**config.mk**
```make
export PLATFORM = sky130hd
export DESIGN_NAME = inst_buffer_flat
export DESIGN_NICKNAME = d
export VERILOG_FILES = /design/src/rtl/inst_buffer_pkg.sv /design/src/rtl/inst_buffer_if.sv /design/src/rtl/inst_buffer_ptr_ctrl.sv /design/src/rtl/inst_buffer.sv /design/src/flat_wrapper.sv
export SDC_FILE = /design/constraint.sdc
export NUM_CORES = 1
export LEC_CHECK = 0
export ABC_AREA = 1
export BUFFER_PORTS_ARGS = -buffer_cell sky130_fd_sc_hd__clkbuf_2
export CELL_PAD_IN_SITES_DETAIL_PLACEMENT = 0
export CELL_PAD_IN_SITES_GLOBAL_PLACEMENT = 1
export CORE_ASPECT_RATIO = 0.5
export CORE_MARGIN = 3
export CORE_UTILIZATION = 54
export DETAILED_ROUTE_END_ITERATION = 16
export GPL_TIMING_DRIVEN = 0
export PLACE_DENSITY = 0.83
export SYNTH_ARGS = -nofsm -noshare
export SYNTH_HDL_FRONTEND = slang
export SYNTH_HIERARCHICAL = 1
export SYNTH_SLANG_ARGS = --single-unit
```
**constraint.sdc**
```tcl
create_clock -name clock -period 12.2 [get_ports clock]
set_input_delay 0.61 -clock clock [delete_from_list [all_inputs] [get_ports clock]]
set_output_delay 0.61 -clock clock [all_outputs]
set_load 0.01 [all_outputs]
```
**src/rtl/inst_buffer_pkg.sv**
```systemverilog
// Shared types and constants for the dispatch-side instruction buffer.
// An entry carries the instruction word together with its PC and predicted NPC.
package inst_buffer_pkg;

   localparam int IB_DEPTH = 8;

   typedef logic [31:0] inst_t;

   localparam inst_t IB_NOP_INST = 32'h0000_0013;
   localparam inst_t IB_WFI_INST = 32'h1050_0073;

   typedef struct packed {
      inst_t       inst;
      logic [31:0] pc;
      logic [31:0] npc;
   } ib_entry_t;

endpackage

```
**src/rtl/inst_buffer_if.sv**
```systemverilog
// Fetch-to-buffer and buffer-to-dispatch handshake bundle.
// The buffer takes the slave view; the fetch/dispatch environment takes the master view.
interface inst_buffer_if
   import inst_buffer_pkg::*;
#(
   parameter int DEPTH = IB_DEPTH
);
   localparam int CW = $clog2(DEPTH) + 1;

   logic          squash;
   logic          if_valid;
   inst_t         if_inst;
   logic [31:0]   if_pc;
   logic [31:0]   if_npc;
   logic          if_ready;
   logic          id_ready;
   logic          id_valid;
   inst_t         id_inst;
   logic [31:0]   id_pc;
   logic [31:0]   id_npc;
   logic [CW-1:0] count;
   logic          halted;

   modport slave (
      input  squash, if_valid, if_inst, if_pc, if_npc, id_ready,
      output if_ready, id_valid, id_inst, id_pc, id_npc, count, halted
   );

   modport master (
      output squash, if_valid, if_inst, if_pc, if_npc, id_ready,
      input  if_ready, id_valid, id_inst, id_pc, id_npc, count, halted
   );

endinterface

```
**src/rtl/inst_buffer_ptr_ctrl.sv**
```systemverilog
// Head/tail/occupancy bookkeeping for the instruction buffer.
// Squash overrides any push or pop offered in the same cycle.
module inst_buffer_ptr_ctrl #(
   parameter int DEPTH = 8,
   localparam int PW = $clog2(DEPTH),
   localparam int CW = PW + 1
) (
   input  logic          clock,
   input  logic          reset,
   input  logic          squash_i,
   input  logic          push_i,
   input  logic          pop_i,
   output logic [PW-1:0] head_o,
   output logic [PW-1:0] tail_o,
   output logic [CW-1:0] count_o,
   output logic          full_o,
   output logic          empty_o
);

   logic [PW-1:0] head_q, head_d;
   logic [PW-1:0] tail_q, tail_d;
   logic [CW-1:0] count_q, count_d;

   // Next-state pointers; PW-bit adds wrap modulo DEPTH on their own.
   always_comb begin
      head_d  = head_q;
      tail_d  = tail_q;
      count_d = count_q;
      if (squash_i) begin
         head_d  = '0;
         tail_d  = '0;
         count_d = '0;
      end else begin
         head_d = pop_i  ? head_q + PW'(1) : head_q;
         tail_d = push_i ? tail_q + PW'(1) : tail_q;
         case ({push_i, pop_i})
            2'b10:   count_d = count_q + CW'(1);
            2'b01:   count_d = count_q - CW'(1);
            default: count_d = count_q;
         endcase
      end
   end

   // Pointer and occupancy registers.
   always_ff @(posedge clock or posedge reset) begin
      if (reset) begin
         head_q  <= '0;
         tail_q  <= '0;
         count_q <= '0;
      end else begin
         head_q  <= head_d;
         tail_q  <= tail_d;
         count_q <= count_d;
      end
   end

   assign head_o  = head_q;
   assign tail_o  = tail_q;
   assign count_o = count_q;
   assign full_o  = (count_q == CW'(DEPTH));
   assign empty_o = (count_q == '0);

endmodule

```
**src/rtl/inst_buffer.sv**
```systemverilog
// In-order instruction buffer between fetch and dispatch, with squash flush
// and a halt latch that stops dispatch once a WFI has been handed off.
module inst_buffer
   import inst_buffer_pkg::*;
#(
   parameter int    DEPTH    = IB_DEPTH,
   parameter inst_t NOP_INST = IB_NOP_INST,
   parameter inst_t WFI_INST = IB_WFI_INST
) (
   input logic        clock,
   input logic        reset,
   inst_buffer_if.slave ib
);

   localparam int PW = $clog2(DEPTH);
   localparam int CW = PW + 1;

   ib_entry_t        mem_q [DEPTH];
   logic [DEPTH-1:0] valid_q, valid_d;
   logic             halted_q, halted_d;

   logic [PW-1:0]    head_s, tail_s;
   logic [CW-1:0]    count_s;
   logic             full_s, empty_s;
   logic             push_s, pop_s, id_valid_s;
   logic [DEPTH-1:0] set_s, clr_s;
   ib_entry_t        head_entry_s;

   inst_buffer_ptr_ctrl #(.DEPTH(DEPTH)) u_ptr (
      .clock    (clock),
      .reset    (reset),
      .squash_i (ib.squash),
      .push_i   (push_s),
      .pop_i    (pop_s),
      .head_o   (head_s),
      .tail_o   (tail_s),
      .count_o  (count_s),
      .full_o   (full_s),
      .empty_o  (empty_s)
   );

   assign head_entry_s = mem_q[head_s];
   assign id_valid_s   = !empty_s && !halted_q && valid_q[head_s];
   assign push_s       = ib.if_valid && !full_s;
   assign pop_s        = id_valid_s && ib.id_ready;
   assign set_s        = DEPTH'(push_s) << tail_s;
   assign clr_s        = DEPTH'(pop_s) << head_s;

   // Slot valid bits and halt latch; a squashed pop never counts as a WFI hand-off.
   always_comb begin
      valid_d  = valid_q;
      halted_d = halted_q;
      if (ib.squash) begin
         valid_d  = '0;
         halted_d = 1'b0;
      end else begin
         valid_d  = (valid_q & ~clr_s) | set_s;
         halted_d = halted_q || (pop_s && (head_entry_s.inst == WFI_INST));
      end
   end

   // Control state registers.
   always_ff @(posedge clock or posedge reset) begin
      if (reset) begin
         valid_q  <= '0;
         halted_q <= 1'b0;
      end else begin
         valid_q  <= valid_d;
         halted_q <= halted_d;
      end
   end

   // Payload storage needs no reset: the valid bits qualify every slot.
   always_ff @(posedge clock) begin
      if (push_s) begin
         mem_q[tail_s] <= '{inst: ib.if_inst, pc: ib.if_pc, npc: ib.if_npc};
      end
   end

   assign ib.if_ready = !full_s;
   assign ib.id_valid = id_valid_s;
   assign ib.id_inst  = id_valid_s ? head_entry_s.inst : NOP_INST;
   assign ib.id_pc    = id_valid_s ? head_entry_s.pc   : 32'h0;
   assign ib.id_npc   = id_valid_s ? head_entry_s.npc  : 32'h0;
   assign ib.count    = count_s;
   assign ib.halted   = halted_q;

endmodule

```
**src/flat_wrapper.sv**
```systemverilog
// flat-port wrapper written by rule: the top's interface ports become plain ports
module inst_buffer_flat import inst_buffer_pkg::*;
#(
   parameter int    DEPTH    = IB_DEPTH,
   parameter inst_t NOP_INST = IB_NOP_INST,
   parameter inst_t WFI_INST = IB_WFI_INST
)
  (clock, reset, ib_squash, ib_if_valid, ib_if_inst, ib_if_pc, ib_if_npc, ib_id_ready, ib_if_ready, ib_id_valid, ib_id_inst, ib_id_pc, ib_id_npc, ib_count, ib_halted);
  inst_buffer_if #(.DEPTH(DEPTH)) ib_i ();
  input logic clock;
  input logic reset;
  input wire logic [$bits(ib_i.squash)-1:0] ib_squash;
  input wire logic [$bits(ib_i.if_valid)-1:0] ib_if_valid;
  input wire logic [$bits(ib_i.if_inst)-1:0] ib_if_inst;
  input wire logic [$bits(ib_i.if_pc)-1:0] ib_if_pc;
  input wire logic [$bits(ib_i.if_npc)-1:0] ib_if_npc;
  input wire logic [$bits(ib_i.id_ready)-1:0] ib_id_ready;
  output wire logic [$bits(ib_i.if_ready)-1:0] ib_if_ready;
  output wire logic [$bits(ib_i.id_valid)-1:0] ib_id_valid;
  output wire logic [$bits(ib_i.id_inst)-1:0] ib_id_inst;
  output wire logic [$bits(ib_i.id_pc)-1:0] ib_id_pc;
  output wire logic [$bits(ib_i.id_npc)-1:0] ib_id_npc;
  output wire logic [$bits(ib_i.count)-1:0] ib_count;
  output wire logic [$bits(ib_i.halted)-1:0] ib_halted;
  assign ib_i.squash = ib_squash;
  assign ib_i.if_valid = ib_if_valid;
  assign ib_i.if_inst = ib_if_inst;
  assign ib_i.if_pc = ib_if_pc;
  assign ib_i.if_npc = ib_if_npc;
  assign ib_i.id_ready = ib_id_ready;
  assign ib_if_ready = ib_i.if_ready;
  assign ib_id_valid = ib_i.id_valid;
  assign ib_id_inst = ib_i.id_inst;
  assign ib_id_pc = ib_i.id_pc;
  assign ib_id_npc = ib_i.id_npc;
  assign ib_count = ib_i.count;
  assign ib_halted = ib_i.halted;
  inst_buffer #(.DEPTH(DEPTH), .NOP_INST(NOP_INST), .WFI_INST(WFI_INST)) u_core (.clock(clock), .reset(reset), .ib(ib_i));
endmodule
```
Yosys cells after proc, flatten, opt, wreduce, memory -nomap -nowiden
Memory sizes are Yosys's and may differ from the RTL's.
Index checks and enable logic that the tools add are counted.
{"block": "totals", "ramBits": 768, "ff_bits": 19, "mem_count": 1}
{"block": "op_classes", "add_sub_neg": 4, "n_lt_le_gt_ge": 1, "shifts": 2, "mux": 15, "reduce_logical": 13, "n_eq_ne": 4, "n_bitwise": 3}
{"memory": "u_core.mem_q", "depth": 8, "word_bits": 96, "rd": 1, "rd_clocked_by_memory_dff": 0, "wr": 1, "line_no": "inst_buffer.sv:18", "text": "ib_entry_t mem_q [DEPTH];"}
{"operator": "32-bit 2-to-1 mux", "count": 3}
{"operator": "32-bit by 29-bit == test with 1-bit output (second input constant)", "count": 1}
{"operator": "1-bit by 3-bit left shift with 8-bit output", "count": 2}
{"operator": "3-bit 2-to-1 mux", "count": 4}
{"operator": "8-bit bitwise AND", "count": 1}
{"operator": "8-bit 2-to-1 mux", "count": 1}
{"operator": "8-bit inverter", "count": 1}
{"operator": "8-bit bitwise OR", "count": 1}
{"operator": "4-bit one-hot mux with 2 select lines", "count": 1}
{"operator": "3-bit by 1-bit adder with 3-bit output (second input constant)", "count": 2}
{"operator": "1-bit logical AND", "count": 5}
{"operator": "4-bit by 1-bit adder with 4-bit output (second input constant)", "count": 1}
{"operator": "4-bit == test (second input constant)", "count": 1}
{"operator": "4-bit logical NOT", "count": 1}
{"operator": "3-bit by 4-bit < comparator with 1-bit output (second input constant)", "count": 1}
{"operator": "1-bit 2-to-1 mux", "count": 4}
{"operator": "4-bit 2-to-1 mux", "count": 1}
{"operator": "2-bit nonzero test", "count": 2}
{"operator": "4-bit by 1-bit subtractor with 4-bit output (second input constant)", "count": 1}
{"operator": "1-bit binary-select mux with 3-bit select", "count": 1}
{"operator": "1-bit logical NOT", "count": 3}
{"operator": "3-bit nonzero test", "count": 1}
{"operator": "2-bit by 1-bit == test with 1-bit output (second input constant)", "count": 1}
{"operator": "2-bit == test (second input constant)", "count": 1}
{"operator": "1-bit logical OR", "count": 1}

Longest topological paths before layout
{"block": "logic_depth", "ltp_word": 10, "ltp_mapped": 20}

Modules after synthesis
The synthesis kept the hierarchy.
{"module": "inst_buffer", "seq_area_each_um2": 23287.3, "instances": 1, "cells_each": 2421, "area_each_um2": 31438.9}
{"module": "inst_buffer_ptr_ctrl", "seq_area_each_um2": 250.2, "instances": 1, "cells_each": 80, "area_each_um2": 616.8}

Worst setup path before layout
OpenSTA, ideal clock, no wires.
{"block": "synth_timing", "path_type": "flip-flop to flip-flop", "startpoint": "register u_core.u_ptr.count_q[0] (netlist: u_core/u_ptr/count_o[0])", "endpoint": "memory u_core/mem_q[1][0] (netlist bit), enable pin", "n_path_buf": 0, "period_less_slack_ns": 5.673, "required_time_ns": 11.647, "arrival_ns": 5.120, "stages_incl_launch_ff": 8, "slack_ns": 6.527, "cell_sequence": "dfrtp_1 > or2_1 > nor3_1 > inv_1 > nand2_1 > inv_1 > nand2_1 > nor2_1"}
{"block": "synth_between", "elab_chain_cells": 5}
{"item": "from (decl)", "line_no": "inst_buffer_ptr_ctrl.sv:22", "text": "logic [CW-1:0] count_q, count_d;"}
{"item": "from (signal assigned)", "line_no": "inst_buffer_ptr_ctrl.sv:53", "text": "count_q <= count_d;"}
{"item": "4-bit == test", "line_no": "inst_buffer_ptr_ctrl.sv:60", "text": "assign full_o = (count_q == CW'(DEPTH));"}
{"item": "net u_core.full_s", "line_no": "inst_buffer.sv:24", "text": "logic full_s, empty_s;"}
{"item": "1-bit logical NOT"}
{"item": "net ib_if_ready", "line_no": "flat_wrapper.sv:18", "text": "output wire logic [$bits(ib_i.if_ready)-1:0] ib_if_ready;"}
{"item": "1-bit logical AND", "line_no": "inst_buffer.sv:44", "text": "assign push_s = ib.if_valid && !full_s;"}
{"item": "net u_core.push_s", "line_no": "inst_buffer.sv:25", "text": "logic push_s, pop_s, id_valid_s;"}
{"item": "1-bit 2-to-1 mux", "line_no": "inst_buffer.sv:75", "text": "if (push_s) begin"}
{"item": "1-bit 2-to-1 mux (implied by the code)", "line_no": "inst_buffer.sv:76", "text": "mem_q[tail_s] <= '{inst: ib.if_inst, pc: ib.if_pc, npc: ib.if_npc};"}
{"item": "to (decl)", "line_no": "inst_buffer.sv:18"}
The timed path passes the listed nets, and every way through them passes these cells.

Final worst setup path
{"block": "layout_timing", "startpoint": "register u_core.u_ptr.head_q[1] (netlist: u_core/u_ptr/head_o[1])", "endpoint": "output ib_id_npc[16]"}
{"block": "layout_between", "elab_chain_cells": 4}
{"item": "from (decl)", "line_no": "inst_buffer_ptr_ctrl.sv:20", "text": "logic [PW-1:0] head_q, head_d;"}
{"item": "from (signal assigned)", "line_no": "inst_buffer_ptr_ctrl.sv:47", "text": "head_q <= '0;"}
{"item": "from (signal assigned)", "line_no": "inst_buffer_ptr_ctrl.sv:51", "text": "head_q <= head_d;"}
{"item": "1-bit binary-select mux with 3-bit select", "line_no": "inst_buffer.sv:43", "text": "assign id_valid_s = !empty_s && !halted_q && valid_q[head_s];"}
{"item": "1-bit 2-to-1 mux (implied by the code)", "line_no": "inst_buffer.sv:43"}
{"item": "1-bit logical AND", "line_no": "inst_buffer.sv:43"}
{"item": "32-bit 2-to-1 mux *", "line_no": "inst_buffer.sv:84", "text": "assign ib.id_npc = id_valid_s ? head_entry_s.npc : 32'h0;"}
{"item": "to (decl)", "line_no": "flat_wrapper.sv:22", "text": "output wire logic [$bits(ib_i.id_npc)-1:0] ib_id_npc;"}
Mark *: on every way between the ends. The rest lies on a longest branch, timed or not. The select of a mux whose other input is x is not followed.

==> run summary <==
SYNTHESIS
---------------------------------------------------------------------------------
Total of warnings raised by yosys                                               6
Net count of the mapped netlist                                              2606
Synth Cell Area                                                         32100 um2
Library cell with the largest summed area after synthesis                edfxtp_1
Number of distinct library cells after synthesis                               31
Register area share after synthesis                                         73.4%
Average instance area after synthesis                                    12.8 um2
Area contributors post-synth                                         edfxtp_1 72%, nand2_1 6.6%, nor2_1 3.4%
Synth Register Bits                                                           787
Share of the synthesized area in the top cell type                          71.9%
Synthesized instance count                                                   2501

CLOCK TREE
---------------------------------------------------------------------------------
Clk root buf                                                            clkbuf_16
Number of buffers inserted to repair setup after CTS                            0
Latest clock arrival within the worst-skew pair                            600 ps
TritonCTS clock tree                                                        built
Number of gates resized after cts                                               0
Quantity of hold-fixing buffers added after cts                                 1
CTS Sinks                                                                     787
Clock tree buffer depth                                                         3
Cts bufs inserted                                                              69
Clock slew seen by the registers of the worst setup and hold paths          60 ps
H-tree level count                                                              3

LAYOUT
---------------------------------------------------------------------------------
Layout overhead on the synthesized area                                     15.2%
Post-layout net count                                                        2915
Fraction of final layout cells with drive strength greater than 1           18.2%
Count of filler cells inserted in the layout                                 4389
Post-route cell area                                                    36900 um2

PWR
---------------------------------------------------------------------------------
Power density normalized to cell area                                  155 nW/um2
Worst ir drop on vdd                                                  0.0000893 V
Static leakage                                                            13.8 nW

STA
---------------------------------------------------------------------------------
Final count of hold timing violations                                           0
Post-Route Skew                                                           15.6 ps
Number of max-slew violations in the final report                               0
Final worst setup slack                                                   8150 ps
Worst rel slew slack                                                        29.5%
Final Setup Violations                                                          0
Final setup TNS                                                              0 ps
Worst Tran Pin Value                                                      1060 ps
Post-layout min period                                                    4050 ps
Maximum clock rate                                                        247 MHz
Final worst-path cycle share                                                33.2%
RSZ-0062 raised after global routing                                        false

WORST SETUP PATH
---------------------------------------------------------------------------------
Crit-path slowest cell                                                   clkbuf_1
Worst Setup End Kind                                                   output pin
Crit. Startpoint                                                     u_core/u_ptr/head_o[1]
Crit-path cells                                                      inv_2, clkbuf_1, clkbuf_1, a21oi_1, a32o_1, a211oi_2, clkbuf_2
Startpoint class of the critical path                                   flip-flop
Crit path max-delay family                                           buffers and inverters
Worst path required time                                                 11590 ps
Critical Path AT                                                          3440 ps
Highest fanout seen on the critical path                                       10
Stage delay of the slowest cell on the critical path                       800 ps
Worst Path Class, Setup                                              flip-flop to output pin
Worst path buffer plus inverter count                                           4
RR Startpoint                                                        u_core/u_ptr/count_o[0]
Most numerous cell on the critical path                                  clkbuf_1

FLOORPLAN
---------------------------------------------------------------------------------
Total number of placement rows                                                 62
Starting Density                                                            55.2%
I/O pin cnt                                                                   204
Vertical die dimension                                                     178 um
Die X-Extent                                                               351 um
Total die area                                                          62500 um2
Core region area                                                        58000 um2

WORST HOLD PATH
---------------------------------------------------------------------------------
Hold Crit Start                                                         ib_squash
Classification of the worst-slack hold path                          primary input to flip-flop

GLOBAL ROUTING
---------------------------------------------------------------------------------
Overall track demand over capacity in global routing                        27.9%
First-pass GRT wire length                                                 128 mm
Maximum number of pins on one net before global-route repair                   28
Initial antenna violation count                                                 6
Overall overflow remaining after global route                                   0
Number of global-route vias before repair                                   20700

ROUTE
---------------------------------------------------------------------------------
Initial DRC Count                                                            2394
Vias after detailed routing                                                 21400
Final wirelength                                                          87.4 mm
Average wire per standard cell                                            24.0 um
Number of routed nets with antenna violations                                   0
Vias per inst                                                                5.89
Number of iterations in the first detailed-routing pass                         5
Count of unresolved DRC violations after routing                                0

PLACE
---------------------------------------------------------------------------------
Final weighted congestion of routability-driven global placement            0.793
Half-perimeter wire length of the detailed placement result               55.5 mm
Worst-case setup slack after placement                                    8800 ps
Placement Cell Area                                                     34900 um2
Port bufs                                                                     203

OUTCOME
---------------------------------------------------------------------------------
Outcome                                                                 completed

RUN
---------------------------------------------------------------------------------
MaxCap Viol Count                                                               0

power breakdown:
| part | internal (mW) | switching, mW |
|---|---|---|
| logic | 0.195 | 0.431 |
| clock network | 1.07 | 0.953 |
| registers | 3.05 | 0.0193 |
| total | 4.32 | 1.40 |
state kept, by name (all words and copies together) (netlist names):
name                  flops
u_core/u_ptr/count_o      4
u_core/valid_q            8
u_core/u_ptr/head_o       3
u_core/ib.halted          1
u_core/u_ptr/tail_o       3
u_core/mem_q            768
cells in the final DEF, fill, tap and decap left out, types with 19 or more instances in the layout:
cell	count
buf_12	22
dfrtp_1	19
clkbuf_2	203
clkbuf_1	54
a21oi_1	208
a32o_1	64
a211oi_2	60
buf_4	22
o21ai_1	39
buf_2	74
nand2_1	562
nor2_1	281
clkinv_1	22
nand3_1	97
o21ai_0	42
a22oi_1	64
edfxtp_1	768
inv_1	87
clkbuf_16	71
synth_stat cells (all sizes together):
master	count
a211oi	64
a21oi	208
a22oi	64
a32o	64
buf	126
clkbuf	36
clkinv	4
dfrtp	19
edfxtp	768
ha	4
inv	93
nand2	567
nand3	99
nand4	1
nor2	289
nor3	4
o211ai	6
o21ai	81
or2	1
xnor2	3
stage by stage:
step / power (mW) / util [%] / hold slack [ps] / std cells
2_1_floorplan: 3.49 / - / 438 / 2501
3_3_place_gp: 3.73 / 58.7 / 498 / 3472
3_5_place_dp: 3.75 / 60.1 / 507 / 3506
4_1_cts: 5.74 / 63.6 / 192 / 3632
5_1_grt: 5.91 / 63.6 / 206 / 3637
6_report: 5.72 / 63.6 / 218 / 3637
logic make-up (layout without fill, tap and decap cells):
kind of cell,Yosys count,in the layout,share of synthesized area (%)
AO/OA/AOI/OAI,487,487,10.6
XOR/XNOR,3,3,0.0820
adder cells (fa/ha/maj),4,4,0.156
buffers and inverters,259,622,3.96
flip-flops,787,787,73.4
other,0,5,0
AND/OR/NAND/NOR,961,961,11.8
area by class of cell:
type / count / area, um2 / area share [%]
Sequential cell: 787 / 23500 / 63.8
Multi-Input combinational cell: 1455 / 7310 / 19.8
Clock buffer: 89 / 1840 / 5.00
Timing Repair Buffer: 238 / 1800 / 4.87
Tap cell: 768 / 961 / 2.60
Buffer: 162 / 903 / 2.45
Inverter: 97 / 367 / 0.993
Clock inverter: 36 / 183 / 0.495
Antenna cell: 5 / 12.5 / 0.0339
per-layer routing:
| layer | vias up | GRT usage, % | share of wire (%) |
|---|---|---|---|
| li1 | 9626 | - | - |
| met1 | 10700 | 38.1 | 40 |
| met2 | 999 | 47.0 | 49 |
| met3 | 129 | 4.30 | 8.1 |
| met4 | 0 | 8.15 | 2.2 |
| met5 | - | 0 | 0 |
worst paths after layout:
check / cells past startpoint / endpoint / slack (ps)
setup / recovery: 7 / ib_id_npc[16] / 8150
hold / removal: 2 / u_core/u_ptr/head_o[0] / 220
setup reg to reg: 10 / u_core/mem_q[5][52] / 9200
hold reg to reg: 2 / u_core/valid_q[6] / 520
max in group asynchronous: 3 / u_core/u_ptr/count_o[3] / 11340
min in group asynchronous: 3 / u_core/ib.halted / 520
Power figures use the tool's default switching activity.
